**src/rtl/mpu_bias_calib.sv**
```systemverilog
// MPU6050 still-board bias calibration. The biases and calib_done_out appear one cycle after the last accumulated sample.
// `define STILLNESS_CHECK_EN to restart accumulation when the gyro moves away from its first sample.
module mpu_bias_calib #(
   parameter int LOG2_N        = 8,
   parameter int DISCARD_CNT   = 16,
   parameter int ACC_Z_1G      = 16384,
   parameter int GYRO_STILL_TH = 200
) (
   input  logic               clk_in,
   input  logic               rst_n,
   input  logic               recalib_in,
   input  logic               sample_vld_in,
   input  logic signed [15:0] acc_x_in,
   input  logic signed [15:0] acc_y_in,
   input  logic signed [15:0] acc_z_in,
   input  logic signed [15:0] temp_in,
   input  logic signed [15:0] gyro_x_in,
   input  logic signed [15:0] gyro_y_in,
   input  logic signed [15:0] gyro_z_in,
   output logic signed [15:0] acc_x_bias_out,
   output logic signed [15:0] acc_y_bias_out,
   output logic signed [15:0] acc_z_bias_out,
   output logic signed [15:0] temp_bias_out,
   output logic signed [15:0] gyro_x_bias_out,
   output logic signed [15:0] gyro_y_bias_out,
   output logic signed [15:0] gyro_z_bias_out,
   output logic               calib_done_out,
   output logic               calib_busy_out
);

   localparam int AW = 16 + LOG2_N;
   localparam logic [1:0] S_DISCARD = 2'd0;
   localparam logic [1:0] S_ACCUM   = 2'd1;
   localparam logic [1:0] S_FINAL   = 2'd2;
   localparam logic [1:0] S_DONE    = 2'd3;

   logic [1:0]        r_state;
   logic [7:0]        r_disc_cnt;
   logic [LOG2_N-1:0] r_acc_cnt;
   logic              r_done;
   logic              r_busy;
   logic signed [AW-1:0] r_acc  [7];
   logic signed [15:0]   r_bias [7];
   logic signed [15:0]   w_in   [7];
   logic signed [15:0]   w_avg  [7];
   logic                 w_abort;

   assign w_in[0] = acc_x_in;
   assign w_in[1] = acc_y_in;
   assign w_in[2] = acc_z_in;
   assign w_in[3] = temp_in;
   assign w_in[4] = gyro_x_in;
   assign w_in[5] = gyro_y_in;
   assign w_in[6] = gyro_z_in;

   // Arithmetic shift floors toward -inf; the average always fits in 16 bits.
   always_comb begin
      for (int k = 0; k < 7; k++) begin
         w_avg[k] = 16'(r_acc[k] >>> LOG2_N);
      end
   end

`ifdef STILLNESS_CHECK_EN
   logic signed [15:0] r_ref [3];
   logic               r_have_ref;
   logic signed [16:0] w_dev [3];
   logic               w_moved;

   always_comb begin
      w_moved = 1'b0;
      for (int j = 0; j < 3; j++) begin
         w_dev[j] = 17'(w_in[4+j]) - 17'(r_ref[j]);
         if (w_dev[j] > GYRO_STILL_TH || w_dev[j] < -GYRO_STILL_TH) w_moved = 1'b1;
      end
   end

   assign w_abort = r_have_ref && w_moved;

   // After an abort the next accepted sample becomes the new reference.
   always_ff @(posedge clk_in or negedge rst_n) begin
      if (!rst_n) begin
         r_have_ref <= 1'b0;
         for (int j = 0; j < 3; j++) r_ref[j] <= '0;
      end else if (recalib_in) begin
         r_have_ref <= 1'b0;
      end else if (r_state == S_ACCUM && sample_vld_in) begin
         if (w_abort) begin
            r_have_ref <= 1'b0;
         end else if (!r_have_ref) begin
            r_have_ref <= 1'b1;
            for (int j = 0; j < 3; j++) r_ref[j] <= w_in[4+j];
         end
      end
   end
`else
   assign w_abort = 1'b0;
`endif

   always_ff @(posedge clk_in or negedge rst_n) begin
      if (!rst_n) begin
         r_state    <= S_DISCARD;
         r_disc_cnt <= '0;
         r_acc_cnt  <= '0;
         r_done     <= 1'b0;
         r_busy     <= 1'b1;
         for (int k = 0; k < 7; k++) begin
            r_acc[k]  <= '0;
            r_bias[k] <= '0;
         end
      end else if (recalib_in) begin
         r_state    <= S_DISCARD;
         r_disc_cnt <= '0;
         r_acc_cnt  <= '0;
         r_done     <= 1'b0;
         r_busy     <= 1'b1;
         for (int k = 0; k < 7; k++) r_acc[k] <= '0;
      end else begin
         case (r_state)
            S_DISCARD: begin
               if (DISCARD_CNT == 0) begin
                  r_state <= S_ACCUM;
                  for (int k = 0; k < 7; k++) r_acc[k] <= '0;
               end else if (sample_vld_in) begin
                  r_disc_cnt <= r_disc_cnt + 8'd1;
                  if (r_disc_cnt == 8'(DISCARD_CNT - 1)) begin
                     r_state <= S_ACCUM;
                     for (int k = 0; k < 7; k++) r_acc[k] <= '0;
                  end
               end
            end
            S_ACCUM: begin
               if (sample_vld_in) begin
                  if (w_abort) begin
                     r_acc_cnt <= '0;
                     for (int k = 0; k < 7; k++) r_acc[k] <= '0;
                  end else begin
                     r_acc_cnt <= r_acc_cnt + 1'b1;
                     for (int k = 0; k < 7; k++) r_acc[k] <= r_acc[k] + AW'(w_in[k]);
                     if (r_acc_cnt == '1) r_state <= S_FINAL;
                  end
               end
            end
            S_FINAL: begin
               for (int k = 0; k < 7; k++) r_bias[k] <= w_avg[k];
               // Remove 1 g from Z; the 16-bit result wraps for extreme averages.
               r_bias[2] <= 16'(17'(w_avg[2]) - 17'(ACC_Z_1G));
               r_done    <= 1'b1;
               r_busy    <= 1'b0;
               r_state   <= S_DONE;
            end
            default: ;
         endcase
      end
   end

   assign acc_x_bias_out  = r_bias[0];
   assign acc_y_bias_out  = r_bias[1];
   assign acc_z_bias_out  = r_bias[2];
   assign temp_bias_out   = r_bias[3];
   assign gyro_x_bias_out = r_bias[4];
   assign gyro_y_bias_out = r_bias[5];
   assign gyro_z_bias_out = r_bias[6];
   assign calib_done_out  = r_done;
   assign calib_busy_out  = r_busy;

endmodule
```
**config.mk**
```make
export PLATFORM = sky130hd
export DESIGN_NAME = mpu_bias_calib
export DESIGN_NICKNAME = d
export VERILOG_FILES = /design/src/rtl/mpu_bias_calib.sv
export SDC_FILE = /design/constraint.sdc
export NUM_CORES = 1
export LEC_CHECK = 0
export CAP_MARGIN = 20
export CORE_ASPECT_RATIO = 2
export CORE_MARGIN = 4
export CORE_UTILIZATION = 53
export CTS_CLUSTER_SIZE = 25
export DETAILED_ROUTE_END_ITERATION = 16
export PLACE_DENSITY = 0.87
export SYNTH_ARGS = -nofsm -noshare
export SYNTH_HDL_FRONTEND = slang
export SYNTH_SLANG_ARGS = --single-unit
```
**constraint.sdc**
```tcl
create_clock -name clk_in -period 9.55 [get_ports clk_in]
set_clock_uncertainty 0.05 [all_clocks]
set_input_delay 1.4325 -clock clk_in [delete_from_list [all_inputs] [get_ports clk_in]]
set_output_delay 1.4325 -clock clk_in [all_outputs]
set_load 0.01 [all_outputs]
```
==> results of run 1 <==
[per-stage QoR]
| step | cells | hold WS (ns) | setup slack [ns] | instance area, µm² | power (mW) |
|---|---|---|---|---|---|
| finish | 2866 | 0.420 | 4.99 | 22800 | 2.79 |
| global route | 2866 | 0.455 | 4.84 | 22800 | 2.88 |
| CTS | 2863 | 0.427 | 5.07 | 22700 | 2.81 |
| detailed placement | 2809 | 0.411 | 4.45 | 21700 | 1.53 |
| global placement | 2809 | 0.408 | 4.70 | 21700 | 1.52 |
| floorplan | 2206 | 0.397 | 5.41 | 19000 | 1.41 |
[critical path: cells and delay by family]
family	cells	cell delay, ns
buffers and inverters	1	0.42
adder cells (fa/ha/maj)	2	0.64
XOR/XNOR	1	0.15
AO/OA/AOI/OAI	8	2.28
[layout by cell type (no fill, tap or decap), drive strengths merged, types with 29 or more instances in the layout]
cell type | netlist | layout
xnor2 | 62 | 62
o21ai | 200 | 200
xor2 | 69 | 69
a21o | 76 | 76
nand3 | 29 | 29
a21oi | 120 | 120
nand2 | 563 | 563
clkdlybuf4s50 | 0 | 228
dfrtp | 299 | 299
clkbuf | 77 | 35
inv | 55 | 57
ha | 166 | 166
nor2 | 105 | 105
[worst max-delay path by stage]
stage | slack (ns) | startpoint | to
floorplan | 5.41 | acc_x_in[0] | r_acc[166]
global placement | 4.70 | acc_x_in[0] | r_acc[166]
detailed placement | 4.45 | acc_x_in[0] | r_acc[162]
CTS | 5.07 | acc_x_in[0] | r_acc[166]
global route | 4.84 | acc_x_in[0] | r_acc[166]
finish | 4.99 | acc_x_in[0] | r_acc[162]
[area by class of cell]
| cell class | instances | area share, % |
|---|---|---|
| multi-input cells | 1770 | 48.3 |
| flip-flops and latches | 300 | 33.0 |
| repair buffers | 241 | 10.7 |
| clock buffers | 35 | 3.46 |
| well taps | 445 | 2.44 |
| clock inverters | 19 | 1.19 |
| inverters | 55 | 0.906 |
| diodes | 1 | 0.0110 |
[Yosys cell counts, types with 6 or more instances]
library cell | number | area [µm²]
a31oi_1 | 17 | 106
xor2_1 | 69 | 604
a221o_1 | 6 | 60.1
nand4_1 | 12 | 75.1
o41ai_1 | 14 | 123
dfrtp_1 | 299 | 7480
o31ai_1 | 14 | 105
fa_1 | 7 | 140
nand3_1 | 29 | 145
inv_1 | 55 | 206
o21ai_1 | 10 | 50.1
o211ai_1 | 11 | 82.6
clkbuf_1 | 77 | 289
mux2i_1 | 8 | 80.1
nand2_1 | 563 | 2110
and2_1 | 9 | 56.3
ha_1 | 166 | 2080
a21oi_1 | 120 | 601
nand2b_1 | 16 | 100
a211oi_1 | 27 | 203
xnor2_1 | 62 | 543
a32o_1 | 7 | 70.1
nor2_1 | 105 | 394
nand3b_1 | 6 | 45.0
a211o_1 | 6 | 52.6
a21o_1 | 76 | 571
o21ai_0 | 190 | 951
o21a_1 | 26 | 195
a22o_1 | 16 | 140
nor2b_1 | 26 | 163
or3_1 | 13 | 81.3
and3_1 | 19 | 119
nor3_1 | 28 | 140
o21bai_1 | 19 | 143
[power groups by stage]
stage	Sequential (mW)	Clock [mW]	Combinational [mW]
after global placement	1.30	0	0.226
after floorplan	1.30	0	0.116
after detailed placement	1.30	0	0.232
final	1.27	1.28	0.236
after CTS	1.27	1.31	0.234
after global routing	1.27	1.35	0.259
[sequential cells by signal (all words and copies together), names as in the netlist, 16 cells and up]
name and flops:
gyro_x_bias_out 16, temp_bias_out 16, r_acc 168, acc_y_bias_out 16
acc_x_bias_out 16, gyro_z_bias_out 16, gyro_y_bias_out 16, acc_z_bias_out 16
[metal layers]
layer / up-vias / track usage, % / share of wire, %
li1: 8123 / - / -
met1: 8261 / 26.4 / 35
met2: 587 / 50.1 / 55
met3: 177 / 2.95 / 4.7
met4: 0 / 14.7 / 5.3
met5: - / 0 / 0
[cell families (layout without fill, tap and decap cells)]
logic type	Yosys count	after routing	synth area share [%]
AOI/OAI and AO/OA	605	605	20.4
xor gates and xnor gates	131	131	6.04
adders and majority gates	173	173	11.7
buffers and inverters	136	350	2.69
DFF	300	300	39.5
muxes	9	9	0.481
other	0	1	0
and+or+nand+nor	852	852	19.2
==> impl_metrics.py, run 1 <==
metrics = {
    "power": {
        "power.density_nw_per_um2": 122,
        "power.leakage_nw": 11.2,
        "p_comb_share_pct": 8.5,
        "p_clk_share_pct": 45.8,
        "p_seq_share_pct": 45.7,
        "switching_power_uw": 660,
        "switching_share_pct": 23.7,
        "vdd_ir_drop_max_mv": 0.158,
        "internal_power_mw": 2.13,
    },
    "sta": {
        "min_period_over_period_pct": 47.8,
        "finalMaxSlewViolations": 0,
        "setup_viol": 0,
        "hold_viol": 0,
        "worst_slew_pin_slew_ns": 1.06,
        "slew_headroom_pct": 29.2,
        "rsz0062_at_grt": "no",
        "fin_crit_ns": 4.56,
        "fmax_mhz": 219,
        "fin_setup_tns_ns": 0,
    },
    "die": {
        "die_h_um": 276,
        "core-area_um2": 35200,
        "num_io_pins": 230,
        "fp.dieW_um": 142,
        "initial_utilization_pct": 54.0,
        "row_count": 97,
        "die_area_um2": 39100,
    },
    "clock_tree": {
        "root_buffer": "clkbuf_16",
        "clkSinkCount": 300,
        "cts_hold_repair.buffers": 0,
        "cts_tree": "built",
        "postCtsSetupBuffers": 0,
        "cts_resized": 0,
        "cts_buffers": 29,
        "path_clk_slew_ns": 0.07,
        "worstSkewPairLatency_ns": 0.57,
        "htreeDepth": 1,
        "clock_path_buffers": 3,
    },
    "placement": {
        "portBuffers": 229,
        "gp_congestion": 0.910,
        "hpwlAfterDp_mm": 36.9,
    },
    "logic_synthesis": {
        "async_reset_ff_share_pct": 100,
        "ys_ff_latch": 300,
        "avgSynthCellArea_um2": 8.61,
        "yosys_warnings": 0,
        "synth_edf_count": 0,
        "syn_nets": 2495,
        "synth_area_um2": 19000,
        "synth_flop_cell": "dfrtp_1",
        "yosys.cell_types.count": 69,
        "synth_cells": 2206,
        "synth_seq_area_share_pct": 39.5,
    },
    "critical_path": {
        "crit_fanout": 3,
        "r2r_cells": 11,
        "cpMostUsedCell": "a21o_1",
        "r2r_start": "r_acc[144]",
        "cp-end-kind": "register",
        "worst_setup_path_start_kind": "input pin",
        "cpPeakStageDelay_ns": 0.59,
        "critical_path_arrival_ns": 4.93,
        "reg2reg_to": "r_acc[162]",
        "worstSetupPathType": "input pin to register",
        "worstPathCellList": "clkdlybuf4s50_1, ha_1, fa_1, a21o_1, a21o_1, a2111oi_1, o31ai_1, o41ai_1, o21bai_1, a21boi_1, xnor2_1, o21ai_1",
        "r2r_slack_ns": 5.90,
        "critPathRequiredTime_ns": 9.92,
        "critPathSlowestCell": "a2111oi_1",
    },
    "finish": {
        "regArea_um2": 7510,
        "syn2layout_area_growth_pct": 19.9,
        "fin_util_pct": 64.7,
        "nets": 2686,
        "fill_cells": 2785,
        "drive_above_1_share_pct": 3.35,
        "multi_input_area_um2": 11000,
    },
    "run": {
        "drv_cap": 0,
    },
    "drt": {
        "drtPass1Iterations": 5,
        "routed_wl_mm": 51.9,
        "num_vias": 17100,
        "viasPerCell": 5.98,
        "ant_nets": 0,
        "avgRoutedWirePerCell_um": 18.1,
        "drt_iter0_drc": 833,
        "drc_errors": 0,
    },
    "status": {
        "status": "complete, no violations",
    },
    "min_path": {
        "hold_path_end": "temp_bias_out[11]",
        "min-delay-start": "temp_bias_out[11]",
        "whs_path_depth": 2,
        "hold_class": "register to register",
    },
    "grt": {
        "grt_antenna_before_repair": 1,
        "grt_pass1_vias": 17900,
        "grt_usage_pct": 25.9,
        "grt_pass1_wl_mm": 84.4,
        "grt_max_degree": 168,
        "overflow": 0,
    },
}
(Power assumes the default switching activity.)
==> run 2: changes to the inputs <==
clock period = 4.3 ns   (was 9.55 ns; I/O delays follow)
==> run 2 against run 1 <==
Compared with the run above:
- cell count rose by 0.24%
- setup slack got worse by 4.2 ns
- largest power group is now registers
- critical endpoint is now r_acc[64]
- sequential share of layout area fell by 0.10 points
- combinational power rose by 120%
- clock power rose by 110%
==> impl_metrics.py, run 2 (synthesis results as in run 1) <==
metrics = {
    "run": {
        "drv_cap": 0,
    },
    "clock_tree": {
        "worstSkewPairLatency_ns": 0.57,
        "clkSinkCount": 300,
        "path_clk_slew_ns": 0.07,
        "cts_tree": "built",
        "postCtsSetupBuffers": 0,
        "cts_buffers": 29,
        "clock_path_buffers": 3,
        "htreeDepth": 1,
        "cts_resized": 0,
        "cts_hold_repair.buffers": 0,
        "root_buffer": "clkbuf_16",
    },
    "critical_path": {
        "worstSetupPathType": "input pin to register",
        "worstPathCellList": "clkdlybuf4s50_1, ha_1, inv_1, fa_1, nor2b_1, o21a_1, o21ai_1, a211oi_1, o311ai_1, a32oi_1, a21oi_1, or4b_1, nand3_1",
        "critPathBufInv": 2,
        "r2r_slack_ns": 1.00,
        "crit_fanout": 4,
        "critical_path_arrival_ns": 3.94,
        "critPathRequiredTime_ns": 4.74,
        "worst_setup_path_start_kind": "input pin",
        "critPathSlowestCell": "clkdlybuf4s50_1",
        "cpPeakStageDelay_ns": 0.51,
        "cpLargestDelayFamily": "compound AO/OA/AOI/OAI gates",
        "cp-end-kind": "register",
    },
    "die": {
        "row_count": 97,
        "die_h_um": 276,
        "fp.dieW_um": 142,
        "num_io_pins": 230,
        "core-area_um2": 35200,
        "initial_utilization_pct": 54.0,
        "die_area_um2": 39100,
    },
    "drt": {
        "routed_wl_mm": 52.6,
        "viasPerCell": 6.01,
        "drtPass1Iterations": 7,
        "drc_errors": 0,
        "ant_nets": 0,
        "avgRoutedWirePerCell_um": 18.3,
        "num_vias": 17300,
        "drt_iter0_drc": 844,
    },
    "sta": {
        "fin_setup_tns_ns": 0,
        "min_period_over_period_pct": 81.4,
        "hold_viol": 0,
        "slew_headroom_pct": 37.5,
        "fmax_mhz": 286,
        "worst_slew_pin_slew_ns": 0.937,
        "setup_viol": 0,
        "rsz0062_at_grt": "no",
        "finalMaxSlewViolations": 0,
        "fin_hold_ws_ns": 0.129,
        "fin_crit_ns": 3.50,
    },
    "grt": {
        "grt_max_degree": 156,
        "grt_usage_pct": 26.5,
        "grt_pass1_wl_mm": 86.3,
        "grt_antenna_before_repair": 0,
        "overflow": 0,
        "grt_pass1_vias": 18200,
    },
    "power": {
        "vdd_ir_drop_max_mv": 0.299,
        "power.density_nw_per_um2": 267,
        "p_total_mw": 6.10,
        "power.leakage_nw": 11.3,
    },
    "finish": {
        "largest_reg_flops": 168,
        "drive_above_1_share_pct": 3.67,
        "layout_commonest_cell": "nand2_1",
        "multi_input_area_um2": 11000,
        "syn2layout_area_growth_pct": 20.2,
        "antennaDiodeCount": 0,
        "nets": 2696,
        "regArea_um2": 7510,
        "final_cell_mix": "nand2_1, dfrtp_1, clkdlybuf4s50_1, o21ai_0, ha_1",
        "regMostFlops": "r_acc",
        "fill_cells": 2780,
    },
    "placement": {
        "gp_congestion": 0.931,
        "portBuffers": 229,
        "hpwlAfterDp_mm": 37.7,
    },
    "min_path": {
        "hold_class": "input pin to async pin",
    },
    "status": {
        "status": "complete, no violations",
    },
}
==> run 2: worst paths after layout <==
check / startpoint / to / cells after the start
setup / recovery: gyro_x_in[0] / r_acc[64] / 13
hold / removal: rst_n / r_acc[40] / 1
setup reg to reg: r_acc[120] / r_acc[142] / 12
hold reg to reg: temp_bias_out[14] / temp_bias_out[14] / 2
max in group asynchronous: rst_n / calib_busy_out / 2
min in group clk_in: temp_bias_out[14] / temp_bias_out[14] / 2
==> run 2: final cells by class <==
type                    instances  area share, %
multi-input cells            1770           48.2
well taps                     445           2.44
flip-flops and latches        300           32.9
clock inverters                15          0.843
clock buffers                  37           3.57
inverters                      55          0.904
repair buffers                251           11.2
==> run 2: layer usage <==
layer / vias up / routed length, µm / global-route usage, %
met3: 167 / 2320 / 3.19
met4: 0 / 2470 / 13.3
met1: 8389 / 18700 / 27.2
met5: - / 0 / 0
met2: 549 / 29000 / 51.7
li1: 8151 / - / -
==> run 2: metrics by stage <==
| step | worst slack [ns] | instance area, µm² | cells | utilization [%] |
|---|---|---|---|---|
| after floorplan | 0.947 | 19000 | 2206 | - |
| after global placement | 0.409 | 21800 | 2820 | 62.0 |
| after detailed placement | 0.255 | 21800 | 2821 | 62.0 |
| after CTS | 0.867 | 22800 | 2873 | 64.9 |
| after global routing | 0.576 | 22800 | 2873 | 64.9 |
| final | 0.802 | 22800 | 2873 | 64.9 |
==> run 2: where the power goes <==
group          internal (mW)  switching, mW  total [mW]
Clock                   1.58           1.16        2.74
Combinational          0.225          0.301       0.526
Sequential              2.83        0.00355        2.83
==> run 3: changes to the inputs <==
clock period = 3.65 ns   (was 4.3 ns; I/O delays follow)
==> run 3 against run 2 <==
Compared with the run above:
- largest power group unchanged
- register-to-register slack got worse by 0.59 ns
- hold slack improved by 0.29 ns
- flip-flop and latch count did not move
- highest routed layer unchanged
- final area rose by 1.0%
- non-clock buffer count rose by 29
- first-iteration DRC count did not move
- sequential power rose by 18%
- critical path depth did not move
==> impl_metrics.py, run 3 (synthesis results as in run 1) <==
metrics = {
    "status": {
        "status": "complete, no violations",
    },
    "placement": {
        "hpwlAfterDp_mm": 39.0,
        "dpl_worst_slack_ns": -0.173,
        "placedCellCount": 2849,
        "postPlaceCellArea_um2": 22000,
        "portBuffers": 229,
        "gp_congestion": 0.921,
    },
    "die": {
        "initial_utilization_pct": 54.0,
        "row_count": 97,
        "num_io_pins": 230,
        "fp.dieW_um": 142,
        "die_h_um": 276,
        "die_area_um2": 39100,
        "core-area_um2": 35200,
    },
    "drt": {
        "routed_wl_mm": 53.7,
        "avgRoutedWirePerCell_um": 18.5,
        "num_vias": 17500,
        "drt_iter0_drc": 844,
        "drc_errors": 0,
        "drtPass1Iterations": 6,
        "ant_nets": 0,
        "viasPerCell": 6.01,
    },
    "clock_tree": {
        "cts_buffers": 28,
        "htreeDepth": 1,
        "cts_tree": "built",
        "path_clk_slew_ns": 0.07,
        "worstSkewPairLatency_ns": 0.57,
        "clkSinkCount": 300,
        "cts_resized": 0,
        "root_buffer": "clkbuf_16",
        "clock_path_buffers": 3,
    },
    "critical_path": {
        "cp-end-kind": "register",
        "crit_fanout": 2,
        "critical_path_arrival_ns": 3.66,
        "worst_setup_path_start_kind": "input pin",
        "worstSetupPathType": "input pin to register",
        "r2r_start": "r_acc[144]",
        "cpLargestDelayFamily": "compound AO/OA/AOI/OAI gates",
        "reg2reg_to": "r_acc[158]",
        "r2r_slack_ns": 0.41,
        "critPathSlowestCell": "clkdlybuf4s50_1",
        "r2r_cells": 12,
        "critPathBufInv": 2,
        "cpMostUsedCell": "o21ai_0",
        "cpPeakStageDelay_ns": 0.47,
        "worstPathCellList": "clkdlybuf4s50_1, ha_1, inv_1, fa_1, nor2b_1, o21ai_1, a211oi_1, o2111ai_1, a31oi_1, o21ai_0, a2111oi_0, o21ai_0, a32o_1",
        "critPathRequiredTime_ns": 4.04,
    },
    "sta": {
        "rsz0062_at_grt": "no",
        "setup_viol": 0,
        "layout_setup_ws_ns": 0.387,
        "fin_hold_ws_ns": 0.423,
        "fin_setup_tns_ns": 0,
        "worst_slew_pin_slew_ns": 0.863,
        "fin_crit_ns": 3.26,
        "hold_viol": 0,
        "fmax_mhz": 306,
        "min_period_over_period_pct": 89.4,
        "finalMaxSlewViolations": 0,
        "slew_headroom_pct": 42.5,
    },
    "grt": {
        "grt_antenna_before_repair": 1,
        "grt_usage_pct": 27.0,
        "overflow": 0,
        "grt_max_degree": 84,
        "grt_pass1_wl_mm": 87.5,
        "grt_pass1_vias": 18700,
    },
    "power": {
        "p_total_mw": 7.25,
        "p_seq_share_pct": 46.0,
        "vdd_ir_drop_max_mv": 0.347,
        "switching_power_mw": 1.72,
        "internal_power_mw": 5.53,
        "switching_share_pct": 23.7,
        "p_clk_share_pct": 45.4,
        "p_comb_share_pct": 8.7,
        "power.leakage_nw": 11.4,
        "power.density_nw_per_um2": 314,
    },
    "finish": {
        "largest_reg_flops": 168,
        "nets": 2724,
        "regMostFlops": "r_acc",
        "fin_util_pct": 65.6,
        "final_cell_mix": "nand2_1, dfrtp_1, clkdlybuf4s50_1, o21ai_0, ha_1",
        "design_area_um2": 23100,
        "fin_cells": 2903,
        "drive_above_1_share_pct": 4.72,
        "layout_commonest_cell": "nand2_1",
        "syn2layout_area_growth_pct": 21.5,
    },
    "min_path": {
        "min-delay-start": "gyro_z_bias_out[1]",
        "hold_path_end": "gyro_z_bias_out[1]",
        "hold_class": "register to register",
        "whs_path_depth": 2,
    },
    "run": {
        "drv_cap": 0,
    },
}
run 3: power by group through the flow:
stage	Combinational [mW]	Clock, mW	Sequential (mW)
2_1_floorplan	0.303	0	3.40
3_3_place_gp	0.605	0	3.40
3_5_place_dp	0.622	0	3.40
4_1_cts	0.628	3.35	3.33
5_1_grt	0.690	3.47	3.33
6_report	0.628	3.29	3.33
run 3: what timing repair did:
action	4_1_cts	5_1_grt
hold buffers	1	0
hold endpoints to repair	74	0
setup buffers	0	0
run 3: worst register-to-register path, cell delays in order (launching register included):
cell and delay (ns):
dfrtp_1 0.39, ha_1 0.21, fa_1 0.40, a21o_1 0.18, a21o_1 0.18, a2111oi_1 0.53, o31ai_1 0.20, o41ai_1 0.27
buf_4 0.18, o21bai_1 0.10, buf_4 0.15, xnor2_1 0.11, o21ai_0 0.19
run 3: cell type report:
class / instances / area, µm²
repair buffers: 280 / 2770
well taps: 445 / 557
clock buffers: 38 / 820
inverters: 55 / 206
clock inverters: 14 / 211
diodes: 1 / 2.50
fillers: 2752 / 12100
multi-input cells: 1770 / 11000
flip-flops and latches: 300 / 7510
run 3: worst max-delay path by stage:
stage                      startpoint    endpoint  slack (ns)  cells past startpoint
after floorplan           acc_x_in[0]  r_acc[166]        0.39                     11
after global placement    acc_x_in[0]  r_acc[166]       -0.08                     13
after detailed placement   temp_in[0]   r_acc[94]       -0.17                     13
after CTS                  temp_in[0]   r_acc[94]        0.40                     13
after global routing       temp_in[0]   r_acc[94]        0.08                     13
final                      temp_in[0]   r_acc[94]        0.39                     13
run 3: per-layer routing:
metal | wire, µm | up-vias | part of all wire, % | track usage (%)
li1 | - | 8203 | - | -
met1 | 18500 | 8406 | 34 | 27.3
met2 | 29400 | 629 | 55 | 51.9
met3 | 2500 | 216 | 4.7 | 2.64
met4 | 3290 | 0 | 6.1 | 16.9
met5 | 0 | - | 0 | 0
